## config.mk

```make
export PLATFORM = sky130hd
export DESIGN_NAME = bsg_manycore_npa_to_eva
export DESIGN_NICKNAME = d
export VERILOG_FILES = /design/src/rtl/bsg_manycore_npa_to_eva.sv
export SDC_FILE = /design/constraint.sdc
export NUM_CORES = 1
export LEC_CHECK = 0
export BUFFER_PORTS_ARGS = -buffer_cell sky130_fd_sc_hd__buf_4
export CAP_MARGIN = 20
export CORE_MARGIN = 2
export CORE_UTILIZATION = 39
export CTS_BUF_LIST = sky130_fd_sc_hd__clkbuf_8
export DETAILED_ROUTE_END_ITERATION = 12
export PLACE_DENSITY = 0.78
export SYNTH_ARGS = -nofsm -noshare
export SYNTH_HDL_FRONTEND = slang
export SYNTH_SLANG_ARGS = --single-unit
```

## constraint.sdc

```tcl
create_clock -name clk_i -period 2.1 [get_ports clk_i]
set_input_delay 0.525 -clock clk_i [delete_from_list [all_inputs] [get_ports clk_i]]
set_output_delay 0.525 -clock clk_i [all_outputs]
set_load 0.1 [all_outputs]
```

## src/rtl/bsg_manycore_npa_to_eva.sv

```systemverilog
// Translates a network physical address (x/y cord + word EPA) back into the 32-bit endpoint virtual address.
// Latency 1: an NPA accepted on cycle N is presented on v_o/eva_o in cycle N+1.
// Backpressure: one-entry stage; ready_o = ~v_o | yumi_i, so a consumed entry is replaced with no bubble.
//
// Ports:
//   clk_i, reset_i            clock, synchronous active-high reset
//   v_i/ready_o               input handshake; x_cord_i, y_cord_i, epa_i form the NPA
//   tgo_x_i/tgo_y_i           tile-group origin, sampled with the transfer
//   tg_dim_x_i/tg_dim_y_i     tile-group dimensions, sampled with the transfer
//   dram_enable_i             DRAM striping mode, sampled with the transfer
//   v_o/yumi_i                output handshake; eva_o, is_invalid_o form the result
//   invalid_count_o           saturating count of invalid results consumed
//
// Optional feature: define BSG_MANYCORE_NPA_TO_EVA_TG_EN to recover tile-group
// relative EVAs; without it tile NPAs are always returned in global form and the
// tile-group inputs are ignored.

module bsg_manycore_npa_to_eva #(
    parameter int data_width_p   = 32,
    parameter int addr_width_p   = 28,
    parameter int x_cord_width_p = 7,
    parameter int y_cord_width_p = 7,
    parameter int num_tiles_y_p  = 4,
    parameter int vcache_size_p  = 1024
) (
    input  logic                      clk_i,
    input  logic                      reset_i,

    input  logic                      v_i,
    input  logic [x_cord_width_p-1:0] x_cord_i,
    input  logic [y_cord_width_p-1:0] y_cord_i,
    input  logic [addr_width_p-1:0]   epa_i,
    output logic                      ready_o,

    input  logic [x_cord_width_p-1:0] tgo_x_i,
    input  logic [y_cord_width_p-1:0] tgo_y_i,
    input  logic [x_cord_width_p-1:0] tg_dim_x_i,
    input  logic [y_cord_width_p-1:0] tg_dim_y_i,
    input  logic                      dram_enable_i,

    output logic                      v_o,
    output logic [31:0]               eva_o,
    output logic                      is_invalid_o,
    input  logic                      yumi_i,
    output logic [7:0]                invalid_count_o
);

    localparam int lg_vcache_size_lp = $clog2(vcache_size_p);
    // Bit that distinguishes the bottom vcache row from the top one in DRAM EVAs.
    localparam int bot_bit_lp        = 2 + lg_vcache_size_lp + x_cord_width_p;

    logic        is_host;
    logic        is_dram;
    logic        dram_epa_ok;
    logic        epa_lo_ok;
    logic        glb_ok;
    logic        tg_hit;
    logic [31:0] host_eva;
    logic [31:0] dram_eva;
    logic [31:0] tg_eva;
    logic [31:0] glb_eva;
    logic [31:0] eva_n;
    logic        invalid_n;

    assign is_host = ~dram_enable_i
                   & (32'(y_cord_i) == 32'd1)
                   & (32'(x_cord_i) == 32'd0)
                   & epa_i[addr_width_p-1];

    assign is_dram = (32'(y_cord_i) == 32'd0)
                   | (32'(y_cord_i) == 32'(num_tiles_y_p + 1));

    // A DRAM NPA is only invertible if it stays within one vcache's capacity.
    assign dram_epa_ok = ((32'(epa_i) >> lg_vcache_size_lp) == 32'd0);
    assign epa_lo_ok   = (32'(epa_i) < 32'h0001_0000);

    assign glb_ok = (32'(x_cord_i) < 32'd64)
                  & (32'(y_cord_i) < 32'd64)
                  & epa_lo_ok;

    assign host_eva = {2'b11, 1'b0, epa_i[26:0], 2'b00};
    assign glb_eva  = {2'b01, y_cord_i[5:0], x_cord_i[5:0], epa_i[15:0], 2'b00};

    always_comb begin
        dram_eva                                      = '0;
        dram_eva[31]                                  = 1'b1;
        dram_eva[bot_bit_lp]                          = (32'(y_cord_i) != 32'd0);
        dram_eva[2+lg_vcache_size_lp +: x_cord_width_p] = x_cord_i;
        dram_eva[2 +: lg_vcache_size_lp]              = epa_i[lg_vcache_size_lp-1:0];
    end

`ifdef BSG_MANYCORE_NPA_TO_EVA_TG_EN
    logic [x_cord_width_p-1:0] dx;
    logic [y_cord_width_p-1:0] dy;

    // Unsigned differences: a cord left of / above the origin wraps large and
    // therefore fails the dimension compare without a separate sign check.
    assign dx = x_cord_i - tgo_x_i;
    assign dy = y_cord_i - tgo_y_i;

    assign tg_hit = (dx < tg_dim_x_i)
                  & (dy < tg_dim_y_i)
                  & (32'(dx) < 32'd64)
                  & (32'(dy) < 32'd32)
                  & epa_lo_ok;
    assign tg_eva = {3'b001, dy[4:0], dx[5:0], epa_i[15:0], 2'b00};
`else
    logic unused_tg;

    assign unused_tg = ^{tgo_x_i, tgo_y_i, tg_dim_x_i, tg_dim_y_i};
    assign tg_hit    = 1'b0;
    assign tg_eva    = '0;
`endif

    // First match wins: host, DRAM, tile-group, global, else invalid.
    always_comb begin
        eva_n     = '0;
        invalid_n = 1'b0;
        if (is_host) begin
            eva_n = host_eva;
        end else if (is_dram) begin
            if (dram_enable_i | ~dram_epa_ok) begin
                invalid_n = 1'b1;
            end else begin
                eva_n = dram_eva;
            end
        end else if (tg_hit) begin
            eva_n = tg_eva;
        end else if (glb_ok) begin
            eva_n = glb_eva;
        end else begin
            invalid_n = 1'b1;
        end
    end

    assign ready_o = ~v_o | yumi_i;

    always_ff @(posedge clk_i) begin
        if (reset_i) begin
            v_o          <= 1'b0;
            eva_o        <= '0;
            is_invalid_o <= 1'b0;
        end else if (v_i & ready_o) begin
            v_o          <= 1'b1;
            eva_o        <= eva_n;
            is_invalid_o <= invalid_n;
        end else if (yumi_i) begin
            v_o          <= 1'b0;
        end
    end

    always_ff @(posedge clk_i) begin
        if (reset_i) begin
            invalid_count_o <= '0;
        end else if (v_o & yumi_i & is_invalid_o & (invalid_count_o != 8'hFF)) begin
            invalid_count_o <= invalid_count_o + 8'd1;
        end
    end

    yumi_requires_valid: assert property (@(posedge clk_i) disable iff (reset_i) yumi_i |-> v_o);

endmodule

```

# Word level (Yosys, flattened, before mapping)
# Cells that the tools add are included.
# classes
addsub	1
magnitude_cmp	3
eq_ne	3
mux	10
n_bitwise	15
reduce_logical	5
# op_table
cell	count
two-way mux 32 bit	3
zero test 32 bit	1
two-way mux 31 bit	1
less-than comparator 28 x 17 -> 1 bit (second input constant)	1
zero test 7 bit	2
less-than comparator 7 bit (second input constant)	2
AND 1 bit	9
adder 8 x 1 -> 8 bit (second input constant)	1
!= test 8 bit (second input constant)	1
== test 7 x 1 -> 1 bit (second input constant)	1
== test 7 x 3 -> 1 bit (second input constant)	1
nonzero test 7 bit	1
two-way mux 1 bit	6
inverter 1 bit	3
OR 1 bit	3
nonzero test 2 bit	1
# word_totals
register_bits	42
word_cells	41

# Logic depth before layout (Yosys ltp)
# Gate-level depths: netlist of run 1.
# logic_depth
ltp_word	6
mapped_depth	6
depth_no_buf	6

# Worst setup path before layout of run 1
# Ideal clock, no wire load.
# synth_path
path_type	register to register
start	register v_o
end	register is_invalid_o
arrival_ns	2.947
required_time_ns	2.030
setup_slack_ns	-0.917
path_stages_with_launch	7
n_path_buf	2
synth_period_minus_slack_ns	3.017
cell_sequence	dfxtp_1 > nand2b_1 > nand2_1 > clkbuf_1 > clkbuf_1 > nand2_1 > a21oi_1
# synth_between
elab_chain_len	3
# synth_lines
element	line_no	text
start: declaration	41	output logic v_o,
start signal: assignment	140	v_o <= 1'b0;
start signal: assignment	144	v_o <= 1'b1;
start signal: assignment	148	v_o <= 1'b0;
inverter 1 bit	136	assign ready_o = ~v_o | yumi_i;
OR 1 bit	136	
named net ready_o	33	output logic ready_o,
AND 1 bit	143	end else if (v_i & ready_o) begin
end signal: assignment	146	is_invalid_o <= invalid_n;
end: declaration	43	output logic is_invalid_o,
# The timed path passes the listed nets, and every way through them passes these cells.
# A chain may end at the register's enable or synchronous reset.

# Worst setup path in the final report of run 1
# layout_path
start	input port y_cord_i[4]
end	register is_invalid_o
# layout_between
elab_chain_len	6
word_cells_on_any_way	13
classes_between	order compare: 1; eq/ne: 2; mux: 3; bitwise: 6; reduce/logical: 1
# layout_lines
element	line_no	text
start: declaration	31	input logic [y_cord_width_p-1:0] y_cord_i,
less-than comparator 7 bit	78	& (32'(y_cord_i) < 32'd64)
AND 1 bit	78	
AND 1 bit	79	& epa_lo_ok;
two-way mux 1 bit	129	end else if (glb_ok) begin
two-way mux 1 bit	121	end else if (is_dram) begin
two-way mux 1 bit (*)	119	if (is_host) begin
# Mark *: on every way between the ends. The rest lies on a longest branch, timed or not.

==> flow_summary_export.csv, run 1 <==
group,metric,value,unit
cts,numCtsBuffers,5,
cts,cts_tree,"yes",
critical_path,crit_buf_inv,2,
drt,vias,2000,
critical_path,path_class,"in2reg",
synth,synth-compound-area-share,18.88,%
power_and_ir_drop,sw_frac_of_total,32.71,%
cts,cts_hold_buf,0,
critical_path,cp_slowest_cell,"or4_4",
global_route,grt_usage,21.03,%
min_path,hold_class,"reg2reg",
global_route,grt-ovfl-total,0,
sta,tightest_slew,0.4999,ns
critical_path,crit_arrival,2.23,ns
global_route,antenna_found_initial,0,
drt,drc,0,
synth,synth_top_family_by_area,"simple AND/OR/NAND/NOR gates",
placed_design,place_inst,351,
final_layout,design_area,2705,sq um
final_layout,nets,382,
cts,cts_buffer_depth,2,
placed_design,portBuffers,87,
synth,muxShareOfSynthArea,0.5513,%
floorplanning,dieHeight,72.23,um
synth,avgSynthCellArea,8.604,sq um
synth,yosysWarnings,0,
drt,firstDrtPassIters,4,
power_and_ir_drop,power_frac_comb,23.6,%
synth,synthCells,211,
sta,relSlewSlack,66.49,%
drt,vias_per_cell,5.571,
sta,rsz0062_at_grt,"no",
cts,post_cts_buffers,0,
critical_path,cp_max_fo,20,
synth,ys_seq_elements,40,
global_route,grt_pass1_vias,1918,
final_layout,layout_common_cells,"buf_4 (102), dfxtp_1 (34), nor2_1 (27), nand2_1 (17), nor3_1 (16)",
sta,fmax,499.7,MHz
drt,dr_wl_met2,2695,um
power_and_ir_drop,p_leak,1.172,nW
cts,cts_sinks,40,
synth,synth_fa_ha_area_share,0.6892,%
final_layout,area_delta_synth_final,49.00,%
cts,clk_pin_slew_worst_paths,0.08,ns
drt,drtAntennaViolNets,0,
placed_design,placed_area,2606,sq um
drt,wl_met1,2166,um
critical_path,critPathMaxStageDelay,0.55,ns
power_and_ir_drop,power_density,641.8,nW/um^2
power_and_ir_drop,switching_power,0.5679,mW
power_and_ir_drop,irDropWorstVdd,0.2890,mV
critical_path,path_cells,"buf_4 > or4_4 > nor3_4 > o32ai_2 > buf_12 > or3_1 > a21oi_1",
cts,insertion_delay,0.29,ns
drt,totalWireLength,5426,um
drt,wl_per_cell,15.11,um
run_status,status,"finished clean",
power_and_ir_drop,total_power,1.736,mW
sta,finalSetupViolCount,0,
synth,synth-simple-area-share,26.53,%
critical_path,cpLargestDelayFamily,"simple AND/OR/NAND/NOR gates",
critical_path,cp_data_required_time,2.33,ns
synth,seq_area_frac_synth,44.11,%
floorplanning,dieWidth,72.23,um
cts,cts_root_buf,"clkbuf_8",
global_route,grt_pass1_wl,8687,um
sta,min_period,2.001,ns
sta,maxSlewViolCount,0,
floorplanning,row_count,24,
sta,clock_skew,0.003764,ns
critical_path,start_kind,"primary input",
final_layout,final_common_cell,"buf_4",
floorplanning,core,4414,sq um
synth,synthesis.area,1815,sq um
drt,highest_layer,"met4",
power_and_ir_drop,internal_power,1.168,mW
cts,htree_levels,2,
flow_run,max_cap_violations,0,
placed_design,gp_congestion,0.8163,
floorplanning,ios,118,
power_and_ir_drop,power_frac_clock,30.6,%
final_layout,drive_gt1_share,41.69,%
global_route,grt_start_max_net_pins,27,
placed_design,dpl.hpwl,4105,um
final_layout,final_cell_count_no_fill,359,
floorplanning,die_area,5217,sq um
final_layout,n_antenna_cell,0,
drt,drt-initial-drc-count,135,
power_and_ir_drop,pwr-share-seq,45.8,%
synth,yosysUniqueCellTypes,37,
floorplanning,start_util,41.13,%
synth,synth_xor_area_share,3.377,%
drt,dr_wl_met3,465,um
sta,hold_viol,0,
critical_path,cp-end-kind,"register",
sta,post-route-period-util,95.30,%
==> power by group through the flow <==
stage / combinational (mW) / clock [mW] / sequential, mW
after floorplan: 0.105 / 0 / 0.967
after global placement: 0.404 / 0 / 0.811
after detailed placement: 0.408 / 0 / 0.812
after CTS: 0.409 / 0.542 / 0.795
after global routing: 0.430 / 0.576 / 0.797
final: 0.410 / 0.531 / 0.795
==> worst reg2reg max path, delay by kind of cell, from the launching register on <==
| kind | cells | cell delay (ns) |
|---|---|---|
| simple gates | 3 | 0.64 |
| fa+ha+maj | 1 | 0.25 |
| flops | 1 | 0.36 |
| compound gates | 2 | 0.40 |
==> repair_timing <==
item                       CTS  global route
setup endpoints to repair    0             7
gates resized for setup      0             1
hold endpoints to repair     0             0
==> sequential cells by signal (all words and copies together), names as in the netlist <==
name	count
eva_o	30
v_o	1
invalid_count_o	8
is_invalid_o	1
==> area by class of cell <==
class	instances	area [sq um]
clock buffer	6	82.58
multi-input combinational	154	929.6
tap	52	65.06
sequential	40	808.3
fill	392	1709
timing repair buffer	104	805.8
clock inverter	2	10.01
inverter	1	3.754
==> synth_stat cells (all sizes together) <==
cell	count	area share, %
mux2i	1	0.55
nand4	3	1.0
conb	1	0.21
nor2	28	5.9
inv	1	0.21
and3	3	1.0
xor2	6	2.9
clkbuf	9	1.9
xnor2	1	0.48
a211oi	2	0.83
a31oi	1	0.34
buf	8	3.6
nor4	6	2.1
or3	3	1.3
nor3	18	5.9
a32oi	2	0.97
and2	2	0.69
dfxtp	40	44
and4	2	1.0
or2	1	0.34
nand3	10	2.8
a221oi	14	6.8
a21oi	15	4.1
o32ai	1	0.90
o211ai	10	4.1
or4	1	0.62
ha	1	0.69
o21ai	3	0.83
nand2	17	3.5
nand2b	1	0.34
==> layer usage <==
metal	vias up	GRT usage [%]
met1	933	25.67
met2	92	35.88
met3	12	5.556
li1	963	-
met4	0	6.918
met5	-	0
==> metrics by stage <==
step | TNS, ns | setup slack, ns | utilization (%) | hold slack, ns
final | 0 | 0.09869 | 61.28 | 0.4542
after detailed placement | -3.916 | -0.2110 | 59.04 | 0.4441
after CTS | 0 | 0.08961 | 61.14 | 0.4551
after global placement | -2.987 | -0.1589 | 59.04 | 0.4384
after global routing | 0 | 0.01482 | 61.28 | 0.4775
after floorplan | 0 | 0.02310 | - | 0.6469
==> worst paths after layout <==
| path | start | end | slack (ns) | cells after the start |
|---|---|---|---|---|
| max | y_cord_i[4] | is_invalid_o | 0.1 | 7 |
| min | eva_o[3] | eva_o[3] | 0.45 | 2 |
| max reg2reg | invalid_count_o[0] | invalid_count_o[5] | 0.39 | 6 |
| min reg2reg | eva_o[3] | eva_o[3] | 0.45 | 2 |
==> cells by family after synthesis <==
family,count (synthesis)
AOI/OAI and AO/OA,48
muxes,1
other,1
and+or+nand+nor,95
adders and majority gates,1
buffers and inverters,18
xor gates and xnor gates,7
DFF,40
(Power assumes the default switching activity.)
==> run 2, diff against run 1 <==
Settings changed: MAX_ROUTING_LAYER set to met4.
==> flow_summary_export.csv, run 2 (synthesis gave the netlist of run 1 again) <==
group,metric,value,unit
run_status,status,"finished clean",
placed_design,portBuffers,87,
final_layout,final_common_cell,"buf_4",
power_and_ir_drop,switching_power,0.5707,mW
sta,hold_viol,0,
final_layout,drive_gt1_share,41.69,%
min_path,min_from,"eva_o[3]",
sta,fmax,499.0,MHz
drt,wl_per_cell,15.15,um
critical_path,start_kind,"primary input",
floorplanning,start_util,41.13,%
drt,totalWireLength,5438,um
critical_path,timing.rr.end,"invalid_count_o[5]",
sta,final.setup.tns,0,ns
critical_path,crit_buf_inv,2,
final_layout,largest_reg_flops,30,
cts,insertion_delay,0.29,ns
power_and_ir_drop,power_density,642.8,nW/um^2
power_and_ir_drop,irDropWorstVdd,0.2925,mV
critical_path,r2r_slack,0.39,ns
critical_path,cp_slowest_cell,"or4_4",
min_path,holdPathEnd,"eva_o[3]",
sta,finalSetupViolCount,0,
placed_design,dpl.hpwl,4105,um
sta,post-route-period-util,95.43,%
sta,clock_skew,0.004937,ns
drt,firstDrtPassIters,4,
power_and_ir_drop,internal_power,1.168,mW
final_layout,nets,382,
cts,cts_root_buf,"clkbuf_8",
power_and_ir_drop,p_leak,1.172,nW
min_path,hold_class,"reg2reg",
final_layout,finalCoreUtilization,61.28,%
cts,cts_tree,"yes",
final_layout,layout_common_cells,"buf_4 (102), dfxtp_1 (34), nor2_1 (27), nand2_1 (17), nor3_1 (16)",
sta,rsz0062_at_grt,"no",
final_layout,reg_top3,"eva_o: 30 flops, invalid_count_o: 8 flops",
critical_path,cp.depth,7,
final_layout,area_delta_synth_final,49.00,%
global_route,antenna_found_initial,0,
sta,relSlewSlack,65.85,%
critical_path,cp_data_required_time,2.33,ns
sta,tightest_slew,0.5095,ns
critical_path,critPathMaxStageDelay,0.55,ns
floorplanning,row_count,24,
power_and_ir_drop,power_frac_comb,23.6,%
power_and_ir_drop,sw_frac_of_total,32.82,%
final_layout,top_register,"eva_o",
cts,htree_levels,2,
placed_design,placed_area,2606,sq um
global_route,grt_start_max_net_pins,27,
final_layout,n_antenna_cell,0,
sta,maxSlewViolCount,0,
drt,drt-initial-drc-count,130,
critical_path,path_class,"in2reg",
floorplanning,die_area,5217,sq um
drt,drtAntennaViolNets,0,
drt,vias_per_cell,5.638,
critical_path,cp_max_fo,20,
global_route,grt-ovfl-total,0,
placed_design,gp_congestion,0.8285,
drt,drc,0,
floorplanning,dieWidth,72.23,um
floorplanning,core,4414,sq um
cts,numCtsBuffers,5,
cts,cts_buffer_depth,2,
placed_design,place_inst,351,
cts,post_cts_buffers,0,
floorplanning,dieHeight,72.23,um
critical_path,crit_arrival,2.23,ns
global_route,grt_pass1_vias,1920,
min_path,hold_depth,2,
critical_path,cp-end-kind,"register",
global_route,grt_pass1_wl,8687,um
critical_path,cpLargestDelayFamily,"simple AND/OR/NAND/NOR gates",
floorplanning,ios,118,
critical_path,timing.rr.start,"invalid_count_o[0]",
critical_path,path_cells,"buf_4 > or4_4 > nor3_4 > o32ai_2 > buf_12 > or3_1 > a21oi_1",
power_and_ir_drop,power_frac_clock,30.7,%
flow_run,max_cap_violations,0,
final_layout,final_cell_count_no_fill,359,
cts,cts_sinks,40,
critical_path,worst-r2r-cell-count,6,
drt,vias,2024,
final_layout,design_area,2705,sq um
power_and_ir_drop,pwr-share-seq,45.7,%
global_route,grt_usage,21.65,%
sta,min_period,2.004,ns
cts,clk_pin_slew_worst_paths,0.08,ns
## run 2: timing repair
| action | in CTS | in global routing |
|---|---|---|
| hold buffers | 0 | 0 |
| resized for setup | 0 | 1 |
| hold endpoints to repair | 0 | 0 |
| endpoints found under the setup margin | 0 | 7 |
## run 2: worst register-to-register path, stage by stage, from the launching register on
cell     delay (ns)
dfxtp_2        0.36
ha_1           0.25
and3_1         0.20
a21oi_1        0.26
nand3_1        0.13
or3_1          0.31
a21oi_1        0.14
## run 2: final cells by class
cell class / instances / area (sq um)
Fill cell: 392 / 1709
Multi-Input combinational cell: 154 / 929.6
Sequential cell: 40 / 808.3
Timing Repair Buffer: 104 / 805.8
Clock buffer: 6 / 82.58
Tap cell: 52 / 65.06
Clock inverter: 2 / 10.01
Inverter: 1 / 3.754
## run 2: how the worst max path moves through the flow
stage | start | endpoint | slack, ns
3_3_place_gp | y_cord_i[4] | is_invalid_o | -0.16
2_1_floorplan | invalid_count_o[5] | invalid_count_o[5] | 0.02
4_1_cts | y_cord_i[4] | eva_o[13] | 0.09
5_1_grt | y_cord_i[4] | eva_o[12] | 0.01
3_5_place_dp | y_cord_i[4] | is_invalid_o | -0.21
6_report | y_cord_i[4] | is_invalid_o | 0.1
## run 2: power groups by stage
stage                     combinational, mW  sequential (mW)  clock, mW
final                                 0.410            0.795      0.534
after global routing                  0.430            0.797      0.576
after CTS                             0.409            0.795      0.542
after detailed placement              0.408            0.812          0
after global placement                0.404            0.811          0
after floorplan                       0.105            0.967          0
## run 2: per-layer routing
layer / up-vias / wire, um / share of wire [%] / global-route usage [%]
li1: 967 / - / - / -
met1: 949 / 2242 / 41 / 26.10
met2: 96 / 2691 / 49 / 35.98
met3: 12 / 402 / 7.4 / 4.722
met4: 0 / 101 / 1.9 / 6.918
met5: - / 0 / 0 / -
## run 2: through the flow
| step | hold slack [ns] | worst slack (ns) | total power [mW] |
|---|---|---|---|
| after floorplan | 0.6469 | 0.02310 | 1.071 |
| after global placement | 0.4384 | -0.1589 | 1.215 |
| after detailed placement | 0.4441 | -0.2110 | 1.221 |
| after CTS | 0.4551 | 0.08961 | 1.746 |
| after global routing | 0.4775 | 0.01490 | 1.803 |
| final | 0.4545 | 0.09604 | 1.739 |
